--- src/rtl/lm75_i2c_target_if.sv ---
// I2C bus bundle between the board initiator and the LM75 target.
// SCL/SDA are the resolved bus levels; sda_oe is the target's open-drain pull-down.
interface lm75_i2c_target_if;
  logic scl_i;
  logic sda_i;
  logic sda_oe;

  modport master (output scl_i, output sda_i, input sda_oe);
  modport slave  (input scl_i, input sda_i, output sda_oe);
endinterface

--- src/rtl/lm75_i2c_target.sv ---
// LM75 temperature-sensor emulation on an I2C target port.
// SCL/SDA are oversampled on clk; the target never stretches SCL and only
// changes its SDA pull-down on SCL falling edges.
module lm75_i2c_target #(
  parameter logic [6:0] ADDR_BASE   = 7'h48,
  parameter int         SYNC_STAGES = 2
) (
  input  logic                clk,
  input  logic                rst_n,
  input  logic [2:0]          a_pins,
  lm75_i2c_target_if.slave    bus,
  input  logic [8:0]          temp_i,
  output logic                os_o,
  output logic                busy
);

  typedef enum logic [2:0] {
    IDLE, ADDR, ADDR_ACK, WR_BYTE, WR_ACK, RD_BYTE, RD_ACK, IGNORE
  } state_t;

  logic [SYNC_STAGES-1:0] scl_sync_q, sda_sync_q;
  logic       scl_prev_q, sda_prev_q;
  logic       scl_s, sda_s, scl_rise_s, scl_fall_s, start_s, stop_s;

  state_t     state_q;
  logic [3:0] bit_cnt_q;
  logic [7:0] shift_q, tx_q, msb_q;
  logic [1:0] ptr_q, wr_idx_q;
  logic       rd_idx_q, rw_q;
  logic [4:0] conf_q;
  logic [8:0] thyst_q, tos_q, snap_q;
  logic       sda_oe_q, busy_q, active_q, os_q;
  logic [8:0] rd_val_d;
  logic [7:0] rd_byte_d;

  // Bring SCL/SDA into the clk domain; reset to the idle-bus level (both high).
  always_ff @(posedge clk or negedge rst_n) begin
    if (!rst_n) begin
      scl_sync_q <= '1;
      sda_sync_q <= '1;
      scl_prev_q <= 1'b1;
      sda_prev_q <= 1'b1;
    end else begin
      scl_sync_q <= {scl_sync_q[SYNC_STAGES-2:0], bus.scl_i};
      sda_sync_q <= {sda_sync_q[SYNC_STAGES-2:0], bus.sda_i};
      scl_prev_q <= scl_sync_q[SYNC_STAGES-1];
      sda_prev_q <= sda_sync_q[SYNC_STAGES-1];
    end
  end

  assign scl_s      = scl_sync_q[SYNC_STAGES-1];
  assign sda_s      = sda_sync_q[SYNC_STAGES-1];
  assign scl_rise_s = scl_s & ~scl_prev_q;
  assign scl_fall_s = ~scl_s & scl_prev_q;
  // SDA may only move while SCL is high for START/STOP conditions.
  assign start_s    = scl_s & scl_prev_q & sda_prev_q & ~sda_s;
  assign stop_s     = scl_s & scl_prev_q & ~sda_prev_q & sda_s;

  // Select the next byte to transmit from the pointer and byte parity.
  always_comb begin
    rd_val_d  = snap_q;
    rd_byte_d = 8'h00;
    case (ptr_q)
      2'd0:    rd_val_d = snap_q;
      2'd2:    rd_val_d = thyst_q;
      2'd3:    rd_val_d = tos_q;
      default: rd_val_d = snap_q;
    endcase
    if (ptr_q == 2'd1) begin
      rd_byte_d = {3'b000, conf_q};
    end else if (rd_idx_q) begin
      rd_byte_d = {rd_val_d[0], 7'b0000000};
    end else begin
      rd_byte_d = rd_val_d[8:1];
    end
  end

  // Protocol FSM: address match, register writes and read shifting.
  always_ff @(posedge clk or negedge rst_n) begin
    if (!rst_n) begin
      state_q   <= IDLE;
      bit_cnt_q <= 4'd0;
      shift_q   <= 8'h00;
      tx_q      <= 8'h00;
      msb_q     <= 8'h00;
      ptr_q     <= 2'd0;
      wr_idx_q  <= 2'd0;
      rd_idx_q  <= 1'b0;
      rw_q      <= 1'b0;
      conf_q    <= 5'h00;
      thyst_q   <= 9'h096;
      tos_q     <= 9'h0A0;
      snap_q    <= 9'h000;
      sda_oe_q  <= 1'b0;
      busy_q    <= 1'b0;
    end else if (start_s) begin
      state_q   <= ADDR;
      bit_cnt_q <= 4'd0;
      sda_oe_q  <= 1'b0;
      rd_idx_q  <= 1'b0;
      wr_idx_q  <= 2'd0;
    end else if (stop_s) begin
      state_q  <= IDLE;
      sda_oe_q <= 1'b0;
      busy_q   <= 1'b0;
    end else begin
      case (state_q)
        ADDR: begin
          if (scl_rise_s) begin
            shift_q   <= {shift_q[6:0], sda_s};
            bit_cnt_q <= bit_cnt_q + 4'd1;
          end else if (scl_fall_s && bit_cnt_q == 4'd8) begin
            if (shift_q[7:1] == {ADDR_BASE[6:3], a_pins}) begin
              state_q  <= ADDR_ACK;
              sda_oe_q <= 1'b1;
              busy_q   <= 1'b1;
              rw_q     <= shift_q[0];
              if (shift_q[0]) snap_q <= temp_i;
            end else begin
              state_q <= IGNORE;
            end
          end
        end
        ADDR_ACK: begin
          if (scl_fall_s) begin
            bit_cnt_q <= 4'd0;
            if (rw_q) begin
              tx_q     <= {rd_byte_d[6:0], 1'b0};
              sda_oe_q <= ~rd_byte_d[7];
              rd_idx_q <= ~rd_idx_q;
              state_q  <= RD_BYTE;
            end else begin
              sda_oe_q <= 1'b0;
              state_q  <= WR_BYTE;
            end
          end
        end
        WR_BYTE: begin
          if (scl_rise_s) begin
            shift_q   <= {shift_q[6:0], sda_s};
            bit_cnt_q <= bit_cnt_q + 4'd1;
          end else if (scl_fall_s && bit_cnt_q == 4'd8) begin
            sda_oe_q <= 1'b1;
            state_q  <= WR_ACK;
            if (wr_idx_q != 2'd3) wr_idx_q <= wr_idx_q + 2'd1;
            if (wr_idx_q == 2'd0) begin
              ptr_q <= shift_q[1:0];
            end else begin
              case (ptr_q)
                2'd1: if (wr_idx_q == 2'd1) conf_q <= shift_q[4:0];
                2'd2: begin
                  if (wr_idx_q == 2'd1) msb_q <= shift_q;
                  else if (wr_idx_q == 2'd2) thyst_q <= {msb_q, shift_q[7]};
                end
                2'd3: begin
                  if (wr_idx_q == 2'd1) msb_q <= shift_q;
                  else if (wr_idx_q == 2'd2) tos_q <= {msb_q, shift_q[7]};
                end
                default: ;
              endcase
            end
          end
        end
        WR_ACK: begin
          if (scl_fall_s) begin
            sda_oe_q  <= 1'b0;
            bit_cnt_q <= 4'd0;
            state_q   <= WR_BYTE;
          end
        end
        RD_BYTE: begin
          if (scl_rise_s) begin
            bit_cnt_q <= bit_cnt_q + 4'd1;
          end else if (scl_fall_s) begin
            if (bit_cnt_q == 4'd8) begin
              sda_oe_q  <= 1'b0;
              bit_cnt_q <= 4'd0;
              state_q   <= RD_ACK;
            end else begin
              sda_oe_q <= ~tx_q[7];
              tx_q     <= {tx_q[6:0], 1'b0};
            end
          end
        end
        RD_ACK: begin
          // A NACK ends the read on the rising edge; an ACK loads the next byte on the fall.
          if (scl_rise_s && sda_s) begin
            state_q <= IGNORE;
          end else if (scl_fall_s) begin
            tx_q     <= {rd_byte_d[6:0], 1'b0};
            sda_oe_q <= ~rd_byte_d[7];
            rd_idx_q <= ~rd_idx_q;
            state_q  <= RD_BYTE;
          end
        end
        IDLE, IGNORE: ;
        default: state_q <= IDLE;
      endcase
    end
  end

  // Comparator-mode OS with THYST/TOS hysteresis, polarity from CONF[2].
  always_ff @(posedge clk or negedge rst_n) begin
    if (!rst_n) begin
      active_q <= 1'b0;
      os_q     <= 1'b1;
    end else begin
      if ($signed(temp_i) > $signed(tos_q)) begin
        active_q <= 1'b1;
      end else if ($signed(temp_i) < $signed(thyst_q)) begin
        active_q <= 1'b0;
      end
      os_q <= active_q ^ ~conf_q[2];
    end
  end

  assign bus.sda_oe = sda_oe_q;
  assign busy       = busy_q;
  assign os_o       = os_q;

endmodule

--- src/flat_wrapper.sv ---
// flat-port wrapper written by rule: the top's interface ports become plain ports
module lm75_i2c_target_flat 
#(
  parameter logic [6:0] ADDR_BASE   = 7'h48,
  parameter int         SYNC_STAGES = 2
)
  (clk, rst_n, a_pins, temp_i, os_o, busy, bus_scl_i, bus_sda_i, bus_sda_oe);
  lm75_i2c_target_if bus_i ();
  input  logic clk;
  input  logic rst_n;
  input  logic [2:0] a_pins;
  input  logic [8:0] temp_i;
  output logic os_o;
  output logic busy;
  input wire logic [$bits(bus_i.scl_i)-1:0] bus_scl_i;
  input wire logic [$bits(bus_i.sda_i)-1:0] bus_sda_i;
  output wire logic [$bits(bus_i.sda_oe)-1:0] bus_sda_oe;
  assign bus_i.scl_i = bus_scl_i;
  assign bus_i.sda_i = bus_sda_i;
  assign bus_sda_oe = bus_i.sda_oe;
  lm75_i2c_target #(.ADDR_BASE(ADDR_BASE), .SYNC_STAGES(SYNC_STAGES)) u_core (.clk(clk), .rst_n(rst_n), .a_pins(a_pins), .bus(bus_i), .temp_i(temp_i), .os_o(os_o), .busy(busy));
endmodule
--- config.mk ---
export PLATFORM = sky130hd
export DESIGN_NAME = lm75_i2c_target_flat
export DESIGN_NICKNAME = d
export VERILOG_FILES = /design/src/rtl/lm75_i2c_target_if.sv /design/src/rtl/lm75_i2c_target.sv /design/src/flat_wrapper.sv
export SDC_FILE = /design/constraint.sdc
export NUM_CORES = 1
export LEC_CHECK = 0
export ABC_AREA = 0
export CAP_MARGIN = 20
export CORE_MARGIN = 3
export CORE_UTILIZATION = 40
export CTS_CLUSTER_SIZE = 12
export DETAILED_ROUTE_END_ITERATION = 8
export PLACE_DENSITY = 0.69
export REMOVE_ABC_BUFFERS = 1
export SYNTH_ARGS = -nofsm -noshare
export SYNTH_HDL_FRONTEND = slang
export SYNTH_SLANG_ARGS = --single-unit
--- constraint.sdc ---
create_clock -name clk -period 8.36 [get_ports clk]
set_clock_uncertainty 0.1 [all_clocks]
set_input_delay 0.836 -clock clk [delete_from_list [all_inputs] [get_ports clk]]
set_output_delay 0.836 -clock clk [all_outputs]
set_load 0.01 [all_outputs]
==> impl_metrics.json, run 1 <==
{
  "die_w_um": 111,
  "avgSynthCellArea_um2": 11.5,
  "tightest_slew_ps": 750,
  "core-area_um2": 10500,
  "drcViolationCount": 0,
  "async_flop_share": 1.00,
  "vdd_drop_max_v": 0.0000802,
  "crit_slowest_cell": "or3_1",
  "dr.first_iter.drc_count": 274,
  "routed_wl_um": 9380,
  "synth_top_cell_by_area": "dfrtp_1",
  "synth_seq_cells": 78,
  "antenna_found_initial": 0,
  "final.fill_count": 958,
  "required_ps": 8510,
  "min_period_over_period": 0.355,
  "io_pins": 19,
  "htreeDepth": 3,
  "fmax_mhz": 337,
  "crit_chain": "inv_1 -> ha_1 -> and4bb_1 -> nand4_2 -> or3_4 -> or3_1 -> mux2_4",
  "initial_core_util": 0.417,
  "tritoncts": "yes",
  "postCtsSetupBuffers": 0,
  "vias": 2971,
  "die_h_um": 111,
  "grtUsageTotal": 0.160,
  "relSlewSlack": 0.500,
  "synth_edf_count": 0,
  "cell_internal_pwr_mw": 0.736,
  "die_area_um2": 12300,
  "dp_cells": 522,
  "hold_ws_ps": 218,
  "finalHoldViolCount": 0,
  "layout-drive-gt1-share": 0.256,
  "synth_cell_types": 60,
  "cts_sinks": 78,
  "clk_latency_ps": 360,
  "finalNonFillerCells": 539,
  "port_buffers": 18,
  "synthTopCellsByCount": "65 x dfrtp_1, 46 x mux2_2, 31 x inv_1",
  "place_hpwl_um": 6890,
  "postRouteAntennaNets": 0,
  "drv_cap": 0,
  "numCtsBuffers": 9,
  "synth.most_common_cell": "dfrtp_1",
  "worstPathArrival_ps": 3110,
  "num-nets-final": 440,
  "clk_pin_slew_worst_paths_ps": 80,
  "start_kind": "flop",
  "synth_ff_type": "dfrtp_1",
  "p_total_mw": 1.10,
  "grt_pass1_vias": 2995,
  "ys_seq_area_frac": 0.449,
  "switching_share": 0.332,
  "yosys.area.top_type_share": 0.371,
  "p_leak_nw": 2.21,
  "tns_ps": 0,
  "row_count": 37,
  "n_antenna_cell": 0,
  "cts_resized": 0,
  "grt_overflow_total": 0,
  "power-per-cell-area_nw_per_um2": 224,
  "cts_buffer_depth": 2,
  "routabilityCongestion": 0.923,
  "grt_max_degree": 79,
  "wire_per_inst_um": 17.4,
  "maxSlewViolCount": 0,
  "clock_power_share": 0.298,
  "ys_warn_count": 0,
  "worstSetupPathType": "reg -> reg",
  "via_per_inst": 5.51,
  "yosys-top-cells-area": "dfrtp_1 37%, mux2_2 12%, dfstp_2 7.8%, ha_1 7.4%, mux2_4 6.2%",
  "final_util": 0.468,
  "syn_area_um2": 4390,
  "hold_path.class": "in -> async",
  "p_comb_frac": 0.238,
  "path_max_fanout": 9,
  "syn_to_final_growth_pct": 12.1,
  "postCtsHoldBufs": 0,
  "status": "completed",
  "setup_violations": 0,
  "switchingPower_mw": 0.365,
  "max_stage_delay_ps": 590,
  "grt_pass1_wl_um": 15800,
  "crit_path_end_kind": "flop",
  "clockRootBuffer": "clkbuf_8",
  "synthCells": 383,
  "drtPass1Iterations": 4,
  "period_minus_slack_ps": 2960,
  "p_seq_frac": 0.464,
  "rsz0062_at_grt": "no"
}
-- kinds of logic after synthesis --
group	share of synthesized area
simple gates	0.122
flops	0.449
mux	0.194
compound gates	0.106
buf+inv	0.0442
fa+ha+maj	0.0742
xor+xnor	0.0120
-- state kept, by name, indices dropped and copies added, names as in the netlist --
register and count:
u_core.snap_q 9, u_core.thyst_q 9, u_core.tos_q 9, u_core.msb_q 8, u_core.shift_q 8, u_core.tx_q 7, u_core.conf_q 5, u_core.bit_cnt_q 4
u_core.state_q 3, u_core.ptr_q 2, u_core.scl_sync_q 2, u_core.sda_sync_q 2, u_core.wr_idx_q 2, u_core.active_q 1, u_core.bus.sda_oe 1, u_core.busy 1
u_core.os_o 1, u_core.rd_idx_q 1, u_core.rw_q 1, u_core.scl_prev_q 1, u_core.sda_prev_q 1
-- cell type report --
type,count,area [um^2],area share
clock buffer,10,138,0.0280
tap,136,170,0.0346
multi-input combinational,259,2220,0.453
inverter,31,116,0.0237
clock inverter,6,93.8,0.0191
timing repair buffer,19,205,0.0417
sequential,78,1970,0.400
-- power by group through the flow --
stage / sequential (mW) / combinational [mW] / clock [mW]
2_1_floorplan: 0.491 / 0.196 / 0
3_3_place_gp: 0.515 / 0.253 / 0
3_5_place_dp: 0.516 / 0.262 / 0
4_1_cts: 0.510 / 0.263 / 0.338
5_1_grt: 0.525 / 0.300 / 0.351
6_report: 0.511 / 0.262 / 0.328
-- per-layer routing --
| layer | wire [um] | share of wire | vias up | track usage |
|---|---|---|---|---|
| met5 | 0 | 0 | - | 0 |
| met2 | 4250 | 0.45 | 63 | 0.243 |
| met1 | 4620 | 0.49 | 1468 | 0.230 |
| li1 | - | - | 1424 | - |
| met4 | 213 | 0.023 | 0 | 0.0673 |
| met3 | 303 | 0.032 | 16 | 0.0240 |
-- worst paths after layout --
kind | endpoint | depth (start not counted) | start | slack [ps]
max in group asynchronous | u_core.thyst_q[1] | 2 | rst_n | 7330
min reg2reg | u_core.scl_sync_q[1] | 0 | u_core.scl_sync_q[0] | 260
max reg2reg | u_core.tos_q[2] | 7 | u_core.scl_prev_q | 5400
min | u_core.tx_q[3] | 1 | rst_n | 220
min in group clk | u_core.scl_sync_q[1] | 0 | u_core.scl_sync_q[0] | 260
max | u_core.tos_q[2] | 7 | u_core.scl_prev_q | 5400
-- worst max-delay path: cells and delay by family (launching register included) --
kind,cells,cell delay (ps)
adder cells (fa/ha/maj),1,280
buffers and inverters,1,40
flip-flops,1,550
multiplexers,1,370
AND/OR/NAND/NOR,4,1500
-- cells in the final DEF (no fill, tap or decap), types with 4 or more instances in the layout --
cell,instances
dfstp_2,13
a31oi_1,4
a22o_1,5
dfrtp_1,65
mux2_2,46
ha_1,26
nor3_1,4
xnor2_1,5
nand2b_1,7
nand2_1,15
nor2b_1,5
mux2_4,18
a221oi_1,4
nand3_1,9
clkdlybuf4s50_1,17
nand4_1,6
and3_1,4
mux2i_1,4
clkbuf_8,10
o21ai_0,10
a21oi_1,14
nor2_1,19
inv_1,31
-- per-stage QoR --
stage | cell area, um^2 | setup slack, ps
floorplan | 4310 | 5570
global placement | 4660 | 5450
global route | 4920 | 5270
CTS | 4890 | 5390
detailed placement | 4660 | 5400
finish | 4920 | 5400
Power figures use the tool's default switching activity.
==> run 2, diff against run 1 <==
--- a/config.mk
+++ b/config.mk
@@ -11,7 +11,7 @@
 export CORE_UTILIZATION = 40
 export CTS_CLUSTER_SIZE = 12
 export DETAILED_ROUTE_END_ITERATION = 8
-export PLACE_DENSITY = 0.69
+export PLACE_DENSITY = 0.71
 export REMOVE_ABC_BUFFERS = 1
 export SYNTH_ARGS = -nofsm -noshare
 export SYNTH_HDL_FRONTEND = slang
==> constraint.sdc (replaced) <==
create_clock -name clk -period 2.65 [get_ports clk]
set_clock_uncertainty 0.1 [all_clocks]
set_input_delay 0.265 -clock clk [delete_from_list [all_inputs] [get_ports clk]]
set_output_delay 0.265 -clock clk [all_outputs]
set_load 0.01 [all_outputs]
==> run 2 against run 1 <==
The run now ends with hold timing left. Worst hold slack lost 240 ps. Worst setup slack lost 5300 ps. Wire length shrank 0.20%. Sequential power grew to 3.0 times the previous value. Sequential cell count is the same. First-iteration DRC count shrank 31%. Critical endpoint is now u_core.msb_q[4].
==> impl_metrics.json, run 2 (same netlist as run 1, synthesis figures left out) <==
{
  "htreeDepth": 3,
  "maxSlewViolCount": 0,
  "port_buffers": 18,
  "clockRootBuffer": "clkbuf_8",
  "grt_pass1_vias": 3031,
  "worstPathArrival_ps": 2710,
  "top_usage_layer": "met2",
  "grt_max_degree": 79,
  "vias": 3153,
  "final_area_um2": 5090,
  "place_hpwl_um": 6740,
  "tightest_slew_ps": 954,
  "n_antenna_cell": 0,
  "dr.first_iter.drc_count": 190,
  "drcViolationCount": 0,
  "relSlewSlack": 0.364,
  "min_period_over_period": 0.976,
  "final_cell_mix": "65 x dfrtp_1, 46 x mux2_2, 31 x inv_1",
  "hold_path.class": "in -> async",
  "fmax_mhz": 387,
  "die_h_um": 111,
  "switching_share": 0.320,
  "final_util": 0.484,
  "grt_overflow_total": 0,
  "met3_usage": 0.0311,
  "grt_util_met1": 0.223,
  "period_minus_slack_ps": 2590,
  "crit_path_end_kind": "flop",
  "antenna_found_initial": 0,
  "dp_worst_setup_slack_ps": -48.8,
  "clock_power_share": 0.293,
  "row_count": 37,
  "rsz0062_at_grt": "no",
  "initial_core_util": 0.417,
  "status": "complete, but fails checks",
  "setup_violations": 0,
  "syn_to_final_growth_pct": 16.0,
  "finalHoldViolCount": 46,
  "p_comb_frac": 0.270,
  "cell_internal_pwr_mw": 2.42,
  "cts_sinks": 78,
  "die_area_um2": 12300,
  "drv_cap": 0,
  "final_common_cell": "dfrtp_1",
  "final.fill_count": 910,
  "worstSetupPathType": "reg -> reg",
  "hold_ws_ps": -21.7,
  "grt_pass1_wl_um": 15600,
  "switchingPower_mw": 1.14,
  "clk_latency_ps": 350,
  "numCtsBuffers": 9,
  "postRouteAntennaNets": 0,
  "drtPass1Iterations": 5,
  "layout-drive-gt1-share": 0.297,
  "p_seq_frac": 0.438,
  "io_pins": 19,
  "required_ps": 2770,
  "p_leak_nw": 2.32,
  "tritoncts": "yes",
  "path_max_fanout": 8,
  "tns_ps": 0,
  "top_regs": "u_core.snap_q (9), u_core.thyst_q (9), u_core.tos_q (9)",
  "clk_pin_slew_worst_paths_ps": 80,
  "die_w_um": 111,
  "wire_per_inst_um": 16.7,
  "routed_wl_um": 9360,
  "grtUsageTotal": 0.154,
  "start_kind": "flop",
  "violations": "hold timing",
  "via_per_inst": 5.63,
  "cts_buffer_depth": 2,
  "post_dp_cell_area_um2": 4780,
  "fin_ws_ps": 63.1,
  "vdd_drop_max_v": 0.000288,
  "num-nets-final": 461,
  "grt_use_met2": 0.235,
  "power-per-cell-area_nw_per_um2": 698,
  "p_total_mw": 3.55,
  "routabilityCongestion": 0.905,
  "core-area_um2": 10500
}
[run 2: cell types whose count changed in the layout (fill, tap and decap cells not counted), moves of 2 or more]
cell | before | now
or3_1 | 3 | 1
clkinv_4 | 2 | 0
buf_4 | 1 | 18
clkbuf_8 | 10 | 12
or3_4 | 1 | 3
buf_6 | 0 | 3
[run 2: final cells by class]
class                   instances  area [um^2]  area share
flip-flops and latches         78         1970       0.387
repair buffers                 40          364      0.0715
inverters                      31          116      0.0229
clock inverters                 3         65.1      0.0128
multi-input cells             259         2240       0.440
well taps                     136          170      0.0334
clock buffers                  13          169      0.0332
[run 2: worst max-delay path: stages, from the launching register on]
cell and delay (ps):
dfstp_2 540, inv_1 40, ha_1 190, and4bb_1 290
nand4_2 100, or3_4 360, buf_6 140, nor3_4 220
buf_12 160, mux2_2 330
[run 2: final timing paths]
path / start / end / slack, ps / depth (start not counted)
setup / recovery: u_core.scl_prev_q / u_core.msb_q[4] / 60 / 9
hold / removal: rst_n / u_core.bus.sda_oe / -20 / 1
setup reg to reg: u_core.scl_prev_q / u_core.msb_q[4] / 60 / 9
hold reg to reg: u_core.sda_sync_q[0] / u_core.sda_sync_q[1] / 260 / 0
max in group asynchronous: rst_n / u_core.msb_q[4] / 1870 / 1
min in group clk: bus_scl_i / u_core.scl_sync_q[0] / 220 / 1
[run 2: per-stage QoR]
step	std cells	hold WS, ps
after floorplan	368	-131
after global placement	538	246
after detailed placement	538	247
after CTS	558	7.24
after global routing	560	57.3
final	560	-21.7
[run 2: metal layers]
metal | up-vias | wire length [um]
met1 | 1572 | 4540
met4 | 0 | 110
li1 | 1473 | -
met3 | 14 | 406
met2 | 94 | 4310
met5 | - | 0
[run 2: power by group through the flow]
stage / clock, mW / sequential (mW) / combinational (mW)
after floorplan: 0 / 1.55 / 0.618
final: 1.04 / 1.55 / 0.958
after global routing: 1.12 / 1.59 / 1.06
after detailed placement: 0 / 1.57 / 0.933
after global placement: 0 / 1.56 / 0.912
after CTS: 1.06 / 1.55 / 0.941
[run 2: timing repair]
action	in CTS	in global routing
hold buffers	0	0
endpoints found under the setup margin	17	30
gates cloned	1	1
setup buffers	3	1
pin swaps	2	4
resized for setup	2	6
